**src/rtl/fp_pkg.sv**
```systemverilog
// Shared binary32 definitions for the FPU datapath (divider and multiplier).
package fp_pkg;

  localparam int EXP_W  = 8;
  localparam int FRAC_W = 23;
  localparam int BIAS   = 127;
  localparam int FP_W   = 1 + EXP_W + FRAC_W;
  localparam int MANT_W = FRAC_W + 2;   // quotient bits Q[24:0] and remainder width

  localparam logic [FP_W-1:0] QNAN    = 32'h7FC00000;
  localparam logic [FP_W-1:0] POS_INF = 32'h7F800000;

  localparam int FLAG_INV = 3;
  localparam int FLAG_DBZ = 2;
  localparam int FLAG_OVF = 1;
  localparam int FLAG_UNF = 0;

  typedef struct packed {
    logic              sign;
    logic [EXP_W-1:0]  exp;
    logic [FRAC_W-1:0] frac;
  } fp32_t;

  typedef enum logic [1:0] {
    IDLE = 2'd0,
    DIV  = 2'd1,
    DONE = 2'd2
  } fdiv_state_t;

  typedef struct packed {
    logic is_zero;
    logic is_inf;
    logic is_nan;
  } fp_class_t;

  // Denormals (exp == 0) classify as zero: the datapath flushes them.
  function automatic fp_class_t classify(input fp32_t x);
    fp_class_t c;
    c.is_zero = (x.exp == '0);
    c.is_inf  = (x.exp == '1) && (x.frac == '0);
    c.is_nan  = (x.exp == '1) && (x.frac != '0);
    return c;
  endfunction

endpackage

```
**src/rtl/fp_div_mant.sv**
```systemverilog
// Restoring radix-2 mantissa divider: one quotient bit per cycle, MSB first.
module fp_div_mant
  import fp_pkg::*;
(
  input  logic              clk,
  input  logic              rst_n,
  input  logic              i_start,
  input  logic [FRAC_W:0]   i_dividend,
  input  logic [FRAC_W:0]   i_divisor,
  output logic [MANT_W-1:0] o_quot,
  output logic              o_done
);

  localparam int              CNT_W = $clog2(MANT_W);
  localparam logic [CNT_W-1:0] LAST = CNT_W'(MANT_W - 1);

  logic [MANT_W-1:0] r_rem;
  logic [FRAC_W:0]   r_div;
  logic [MANT_W-1:0] r_quot;
  logic [CNT_W-1:0]  r_cnt;
  logic              r_busy;

  logic              w_ge;
  logic [MANT_W-1:0] w_rem_nxt;

  // The remainder after a step is below d < 2^24, so the shift never loses a bit.
  assign w_ge      = r_rem >= {1'b0, r_div};
  assign w_rem_nxt = w_ge ? (r_rem - {1'b0, r_div}) : r_rem;

  always_ff @(posedge clk) begin
    if (!rst_n) begin
      r_rem  <= '0;
      r_div  <= '0;
      r_quot <= '0;
      r_cnt  <= '0;
      r_busy <= 1'b0;
    end else if (i_start) begin
      r_rem  <= {1'b0, i_dividend};
      r_div  <= i_divisor;
      r_quot <= '0;
      r_cnt  <= '0;
      r_busy <= 1'b1;
    end else if (r_busy) begin
      r_rem  <= {w_rem_nxt[MANT_W-2:0], 1'b0};
      r_quot <= {r_quot[MANT_W-2:0], w_ge};
      r_cnt  <= r_cnt + 1'b1;
      if (r_cnt == LAST) r_busy <= 1'b0;
    end
  end

  assign o_quot = r_quot;
  assign o_done = r_busy && (r_cnt == LAST);

endmodule

```
**src/rtl/fp_div.sv**
```systemverilog
// Iterative binary32 divider: handshake, special cases, exponent and packing.
//   state | meaning
//   IDLE  | ready for operands
//   DIV   | mantissa divider iterating
//   DONE  | result held until consumer accepts
module fp_div
  import fp_pkg::*;
(
  input  logic            clk,
  input  logic            rst_n,
  input  logic            in_valid,
  output logic            in_ready,
  input  logic [FP_W-1:0] a,
  input  logic [FP_W-1:0] b,
  output logic            out_valid,
  input  logic            out_ready,
  output logic [FP_W-1:0] q,
  output logic [3:0]      flags
);

  localparam int EW2 = EXP_W + 2;
  localparam logic signed [EW2-1:0] EXP_BIAS = EW2'(BIAS);
  localparam logic signed [EW2-1:0] EXP_ONE  = EW2'(1);
  localparam logic signed [EW2-1:0] EXP_ZERO = '0;
  localparam logic signed [EW2-1:0] EXP_MAX  = EW2'((1 << EXP_W) - 1);

  fdiv_state_t r_state, w_state_nxt;

  logic                  r_sign;
  logic signed [EW2-1:0] r_exp;
  logic                  r_special;
  logic [FP_W-1:0]       r_spec_q;
  logic [3:0]            r_spec_fl;

  fp32_t     w_a, w_b;
  fp_class_t w_ca, w_cb;
  logic      w_sign;
  logic      w_accept;
  logic      w_start;

  logic            w_spec_hit;
  logic [FP_W-1:0] w_spec_q;
  logic [3:0]      w_spec_fl;

  logic [MANT_W-1:0]     w_quot;
  logic                  w_mant_done;
  logic signed [EW2-1:0] w_e;
  logic [FRAC_W-1:0]     w_frac;
  logic [FP_W-1:0]       w_norm_q;
  logic [3:0]            w_norm_fl;

  assign w_a      = a;
  assign w_b      = b;
  assign w_ca     = classify(w_a);
  assign w_cb     = classify(w_b);
  assign w_sign   = w_a.sign ^ w_b.sign;
  assign w_accept = (r_state == IDLE) && in_valid;
  assign w_start  = w_accept && !w_spec_hit;

  // Ordered by priority: NaN, indeterminate forms, inf/x, x/0, zero results.
  always_comb begin
    w_spec_hit = 1'b1;
    w_spec_q   = '0;
    w_spec_fl  = '0;
    if (w_ca.is_nan || w_cb.is_nan) begin
      w_spec_q            = QNAN;
      w_spec_fl[FLAG_INV] = 1'b1;
    end else if ((w_ca.is_zero && w_cb.is_zero) || (w_ca.is_inf && w_cb.is_inf)) begin
      w_spec_q            = QNAN;
      w_spec_fl[FLAG_INV] = 1'b1;
    end else if (w_ca.is_inf) begin
      w_spec_q = {w_sign, POS_INF[FP_W-2:0]};
    end else if (w_cb.is_zero) begin
      w_spec_q            = {w_sign, POS_INF[FP_W-2:0]};
      w_spec_fl[FLAG_DBZ] = 1'b1;
    end else if (w_ca.is_zero || w_cb.is_inf) begin
      w_spec_q = {w_sign, {(FP_W-1){1'b0}}};
    end else begin
      w_spec_hit = 1'b0;
    end
  end

  fp_div_mant u_mant (
    .clk        (clk),
    .rst_n      (rst_n),
    .i_start    (w_start),
    .i_dividend ({1'b1, w_a.frac}),
    .i_divisor  ({1'b1, w_b.frac}),
    .o_quot     (w_quot),
    .o_done     (w_mant_done)
  );

  always_ff @(posedge clk) begin
    if (!rst_n) begin
      r_state   <= IDLE;
      r_sign    <= 1'b0;
      r_exp     <= '0;
      r_special <= 1'b0;
      r_spec_q  <= '0;
      r_spec_fl <= '0;
    end else begin
      r_state <= w_state_nxt;
      if (w_accept) begin
        r_sign    <= w_sign;
        r_exp     <= $signed({2'b00, w_a.exp}) - $signed({2'b00, w_b.exp}) + EXP_BIAS;
        r_special <= w_spec_hit;
        r_spec_q  <= w_spec_q;
        r_spec_fl <= w_spec_fl;
      end
    end
  end

  always_comb begin
    w_state_nxt = r_state;
    case (r_state)
      IDLE:    if (in_valid) w_state_nxt = w_spec_hit ? DONE : DIV;
      DIV:     if (w_mant_done) w_state_nxt = DONE;
      DONE:    if (out_ready) w_state_nxt = IDLE;
      default: w_state_nxt = IDLE;
    endcase
  end

  // Quotient lies in (0.5, 2): Q[24] selects whether to renormalise by one.
  always_comb begin
    w_e       = w_quot[MANT_W-1] ? r_exp : (r_exp - EXP_ONE);
    w_frac    = w_quot[MANT_W-1] ? w_quot[FRAC_W:1] : w_quot[FRAC_W-1:0];
    w_norm_q  = {r_sign, w_e[EXP_W-1:0], w_frac};
    w_norm_fl = '0;
    if (w_e >= EXP_MAX) begin
      w_norm_q            = {r_sign, POS_INF[FP_W-2:0]};
      w_norm_fl[FLAG_OVF] = 1'b1;
    end else if (w_e <= EXP_ZERO) begin
      w_norm_q            = {r_sign, {(FP_W-1){1'b0}}};
      w_norm_fl[FLAG_UNF] = 1'b1;
    end
  end

  assign in_ready  = (r_state == IDLE);
  assign out_valid = (r_state == DONE);
  assign q         = out_valid ? (r_special ? r_spec_q  : w_norm_q)  : '0;
  assign flags     = out_valid ? (r_special ? r_spec_fl : w_norm_fl) : '0;

endmodule

```
**config.mk**
```make
export PLATFORM = sky130hd
export DESIGN_NAME = fp_div
export DESIGN_NICKNAME = d
export VERILOG_FILES = /design/src/rtl/fp_pkg.sv /design/src/rtl/fp_div_mant.sv /design/src/rtl/fp_div.sv
export SDC_FILE = /design/constraint.sdc
export NUM_CORES = 1
export LEC_CHECK = 0
export CELL_PAD_IN_SITES_DETAIL_PLACEMENT = 1
export CELL_PAD_IN_SITES_GLOBAL_PLACEMENT = 2
export CORE_MARGIN = 3
export CORE_UTILIZATION = 35
export CTS_BUF_LIST = sky130_fd_sc_hd__clkbuf_8
export CTS_CLUSTER_SIZE = 10
export DETAILED_ROUTE_END_ITERATION = 8
export GPL_ROUTABILITY_DRIVEN = 1
export PLACE_DENSITY_LB_ADDON = 0.15
export REMOVE_ABC_BUFFERS = 1
export SLEW_MARGIN = 20
export SYNTH_ARGS = -nofsm -noshare
export SYNTH_HDL_FRONTEND = slang
export SYNTH_SLANG_ARGS = --single-unit
```
**constraint.sdc**
```tcl
create_clock -name clk -period 5 [get_ports clk]
set_input_delay 0.5 -clock clk [delete_from_list [all_inputs] [get_ports clk]]
set_output_delay 0.5 -clock clk [all_outputs]
set_load 0.05 [all_outputs]
```
-- After elaboration in Yosys (flattened, before gate mapping)
Cells that the tools add are included.
- ROM bits: 0
- word-level logic and storage cells: 91
- memories: 0
- output and inout port bits: 38
- input port bits: 68
- RAM bits: 0
- flip-flop bits (word level): 128
- latch bits: 0
- $add $sub $neg: 5
- multiply operators: 0
- divide/modulo/power cells: 0
- muxes and demuxes: 38
- bitwise gates (word level): 2
- eq/ne operators: 8
- order comparisons: 3
- reductions and logical operators: 23
- shift-type cells: 0
- operators with widths (operator ; number):
    2-to-1 mux 32 bit ; 7
    2-to-1 mux 24 bit ; 3
    2-to-1 mux 31 bit ; 2
    zero test 23 bit ; 2
    nonzero test 23 bit ; 2
    greater-or-equal comparator 25 x 24 -> 1 bit ; 1
    subtractor 24 bit ; 1
    2-to-1 mux 23 bit ; 1
    2-to-1 mux 1 bit ; 17
    equality test 8 bit, second input constant ; 2
    zero test 8 bit ; 2
    adder 9 x 8 -> 10 bit, second input constant ; 1
    greater-or-equal comparator 10 x 9 -> 1 bit, second input constant ; 1
    less-or-equal comparator 10 x 1 -> 1 bit, second input constant ; 1
    2-to-1 mux 10 bit ; 1
    subtractor 10 x 2 -> 10 bit, second input constant ; 1
    logical AND 1 bit ; 9
    subtractor 8 x 8 -> 9 bit ; 1
    2-to-1 mux 2 bit ; 4
    2-to-1 mux 4 bit ; 2
    one-hot mux 2 bit (3 select lines) ; 1
    adder 5 x 1 -> 5 bit, second input constant ; 1
    equality test 5 bit, second input constant ; 1
    != test 2 x 1 -> 1 bit, second input constant ; 2
    other kinds (11) ; 13

-- Logic depth before layout (Yosys ltp)
- word-level depth: 11
- mapped depth: 13
- gate-level depth less buffers: 12

-- By module
From an unflattened synthesis, not the netlist that was laid out.
- cells, all modules: 872
- area total of the unflattened synthesis: 7104.3 µm²
- modules (own cells, without submodules) (module ; sequential area each (µm²) ; cells each ; area an instance (µm²) ; instances):
    fp_div_mant ; 1601.5 ; 558 ; 4740.8 ; 1
    fp_div ; 360.3 ; 314 ; 2363.5 ; 1

-- Least setup slack after synthesis
Ideal clock, no wire load.
- kind: register -> output
- start point: register r_exp[0]
- end point: output q[23]
- data required time: 4.500 ns
- cell stages (with the launch flop): 13
- slack: 1.133 ns
- path buffers: 2
- arrival: 3.367 ns
- path through: dfxtp_1 > clkbuf_1 > inv_1 > ha_1 > or4b_4 > or4_1 > a211o_1 > a2111o_1 > a21oi_2 > or2_1 > buf_4 > inv_2 > a21oi_1
- cells in the longest elaborated chain, start to end: 7
- elaborated cells between the ends (all ways): 8
- classes of those cells: add/sub: 1; order compare: 2; mux: 5
- RTL lines (element ; line ; RTL):
    from (decl) ; fp_div.sv:30 ; logic signed [EW2-1:0] r_exp;
    from (signal assigned) ; fp_div.sv:105 ; r_exp <= $signed({2'b00, w_a.exp}) - $signed({2'b00, w_b.exp}) + EXP_BIAS;
    subtractor 10 x 2 -> 10 bit ; fp_div.sv:125 ; w_e = w_quot[MANT_W-1] ? r_exp : (r_exp - EXP_ONE);
    2-to-1 mux 10 bit (*) ; fp_div.sv:125 ;
    less-or-equal comparator 10 x 1 -> 1 bit ; fp_div.sv:132 ; end else if (w_e <= EXP_ZERO) begin
    2-to-1 mux 31 bit ; fp_div.sv:132 ;
    2-to-1 mux 31 bit (*) ; fp_div.sv:129 ; if (w_e >= EXP_MAX) begin
    2-to-1 mux 32 bit (*) (2 in a row) ; fp_div.sv:140 ; assign q = out_valid ? (r_special ? r_spec_q : w_norm_q) : '0;
    to (decl) ; fp_div.sv:17 ; output logic [FP_W-1:0] q,
Mark *: on every way between the ends. The rest lies on a longest branch, timed or not.

-- Worst setup path after layout
- start point: register r_exp[0]
- end point: output q[27]
The elaborated chain is that of the path after synthesis.

==> summary.md <==
| Metric | Value |
|---|---|
| Status | `finished, final reports clean` |
| Critical Path AT | `4100 ps` |
| # setup viols final | `0` |
| Die area | `21300 um^2` |
| Primary FF master, synth | `dfxtp_1` |
| Mux cell area share after synthesis | `8.05%` |
| Cells after synthesis | `908` |
| Worst R2R Start | `u_mant.r_div[9]` |
| Mapped cell area | `6840 um^2` |
| Drt first pass iters | `4` |
| Critical path cell sequence | `inv_1 > ha_1 > or4b_4 > or4_1 > a211o_1 > a2111o_1 > a21oi_2 > or2_1 > inv_2 > a21oi_1 > clkdlybuf4s50_1` |
| Net switching fraction of the power | `40.0%` |
| Crit-path max cell delay | `830 ps` |
| Final Core Density | `43.6%` |
| Site row count | `50` |
| WL/cell | `16.8 um` |
| Post-DRT Antenna Nets | `0` |
| Area share of fa/ha/maj cells after synthesis | `7.17%` |
| Tcrit/Tclk final | `91.9%` |
| Hold EP | `u_mant.r_div[3]` |
| Setup slack, reg-to-reg | `1330 ps` |
| DRC | `0` |
| Seq/Total Area, Yosys | `28.7%` |
| Leak | `3.03 nW` |
| Mean Syn Cell Area | `7.53 um^2` |
| Maximum vdd drop | `0.125 mV` |
| Core Box Area | `19000 um^2` |
| Clk_lat worst skew | `380 ps` |
| Number of antenna diodes | `0` |
| Post-route setup TNS | `0 ps` |
| WP data required | `4500 ps` |
| Die Height | `146 um` |
| Least-Margin Pin Slew | `981 ps` |
| Critical path fanouts, max | `8` |
| Comb power frac | `41.6%` |
| Largest net degree at the start of global routing | `37` |
| Fillers | `2383` |
| Final setup skew | `11.6 ps` |
| Internal Power | `0.00147 W` |
| Number of global-route vias before repair | `6639` |
| Total GRT Usage | `19.4%` |
| TritonCTS clock tree | `done` |
| Share of cells above drive strength 1 | `4.26%` |
| RSZ-0062 raised after global routing | `false` |
| Post-synth EDFFs | `0` |
| DP Wirelength | `16000 um` |
| Worst R2R End | `u_mant.r_rem[16]` |
| Grt ovf | `0` |
| Initial drt markers | `217` |
| CTS Buf Count | `9` |
| Multi-input gate area | `4470 um^2` |
| Clock slew at reported path FFs | `110 ps` |
| Post-CTS sizing | `0` |
| Commonest non-fill, non-tap cell in the layout | `nor2_1` |
| Max Cap Viol | `0` |
| Max Slew Vio Count | `0` |
| Min Clock Period, post-route | `4600 ps` |
| Xor/xnor cell area share of the yosys netlist | `5.51%` |
| Crit start category | `flip-flop` |
| Hold Path Origin | `u_mant.r_div[3]` |
| Synth Warn # | `0` |
| Maximum clock insertion buffer count | `2` |
| Kind of critical path | `flip-flop to output port` |
| Critical Path End Type | `output port` |
| Synth Area in Compound Gates | `20.0%` |
| Sequential share of power | `36.7%` |
| First-pass GRT wire length | `34300 um` |
| Cell count of the worst hold path | `2` |
| Worst relative slew slack | `34.6%` |
| Cell count of the worst reg-to-reg path | `11` |
| Layout Nets | `1088` |
| Port Buf Inserts | `105` |
| IO Pins | `106` |
| Clk pwr share | `21.7%` |
| Critical path's slowest cell | `clkdlybuf4s50_1` |
| Count of state elements after synthesis | `98` |
| Post-synthesis simple-gate area fraction | `24.5%` |
| Power per Cell Area | `296 nW/um^2` |
| Asr flop ratio synth | `0%` |
| Antenna violations before repair | `0` |
| Crit path launch | `r_exp[0]` |
| Drt via density | `5.28` |
| Clk root buf | `clkbuf_8` |
| Initial Util | `36.1%` |
| P&R area growth vs syn | `20.9%` |
| H-tree Lvls | `3` |
| Netlist cell types | `63` |
| DR vias | `6588` |
| Total power | `0.00244 W` |
| Post-CTS Setup Repair Bufs | `0` |
| Final Routed Wirelength | `20900 um` |
| Largest family of logic cells by synthesized area | `simple AND/OR/NAND/NOR gates` |
| Fmax | `218 MHz` |
| Cts hold-fix bufs | `0` |
| Sink Count | `98` |
| Type of the worst min-delay path | `flip-flop to flip-flop` |
| Die X | `146 um` |
| Routability cong. | `0.858` |
| Most frequent cells in the layout | `nor2_1 (109), clkdlybuf4s50_1 (105), nand2_1 (104)` |
| FF/Latch Area | `1960 um^2` |
| Switching power total | `0.000978 W` |
| Final Hold Fails | `0` |
[sequential cells by signal, summed over array words and instances, names as in the netlist, 2 cells and up]
signal,flops
u_mant.o_quot,25
r_state,2
u_mant.r_div,24
u_mant.r_cnt,5
u_mant.r_rem,25
r_spec_q,3
r_exp,10
[worst max-delay path: cells and delay by family, from the launching register on]
family          cells  cell delay [ps]
compound gates      4             1000
fa+ha+maj           1              180
buf+inv             3             1020
flops               1              390
simple gates        3             1140
[logic make-up (layout without fill, tap and decap cells)]
kind of cell               count (synthesis)  in the layout
adders and majority gates                 38             38
xor gates and xnor gates                  43             43
buffers and inverters                    104            183
muxes                                     55             55
AOI/OAI and AO/OA                        214            214
DFF                                       98             98
and+or+nand+nor                          356            356
[cells in the mapped netlist, drive strengths merged, types with 13 or more instances]
cell type	instances	area [um^2]
nor2	110	413
nand2	104	390
dfxtp	98	1960
a21oi	75	379
mux2i	55	551
inv	52	195
clkbuf	39	146
ha	36	450
o21ai	32	160
nor3	28	140
xnor2	25	219
xor2	18	158
nand2b	16	103
nor4	16	100
a211oi	15	113
a21o	14	105
nand3	14	70.1
nand4	14	87.6
o31ai	14	105
buf	13	75.1
[power groups by stage]
stage	logic (W)	registers (W)	clock network, W
after floorplan	0.000721	0.000899	0
after global placement	0.00101	0.000912	0
after detailed placement	0.00102	0.000914	0
after CTS	0.00102	0.000896	0.000547
after global routing	0.00114	0.000906	0.000575
final	0.00102	0.000896	0.000530
[worst max path at each step]
stage               cells after the start    end  slack, ps
finish                                 11  q[27]        400
global route                           11  q[27]        160
CTS                                    11  q[27]        350
detailed placement                     11  q[27]        780
global placement                       11  q[27]        910
floorplan                               8  q[23]        880
[routing by layer]
metal	track usage [%]	vias up	routed length, um
met4	5.27	0	340
met1	26.1	3114	10200
met5	0	-	0
met2	32.5	90	9820
met3	2.87	19	580
li1	-	3365	-
[through the flow]
step | hold WS (ps) | std cells | cell area, um^2 | setup WS, ps
3_5_place_dp | 450 | 1231 | 8080 | 782
2_1_floorplan | 427 | 856 | 6620 | 877
5_1_grt | 487 | 1247 | 8270 | 161
3_3_place_gp | 445 | 1231 | 8080 | 912
4_1_cts | 465 | 1247 | 8270 | 348
6_report | 459 | 1247 | 8270 | 404
[cell type report]
cell class              count  share of cell area [%]
clock buffers              10                    1.66
flip-flops and latches     98                    23.7
repair buffers            115                    13.6
well taps                 260                    3.93
clock inverters             6                   0.651
inverters                  52                    2.36
multi-input cells         706                    54.0
No activity file was read; power rests on OpenSTA's default activity.
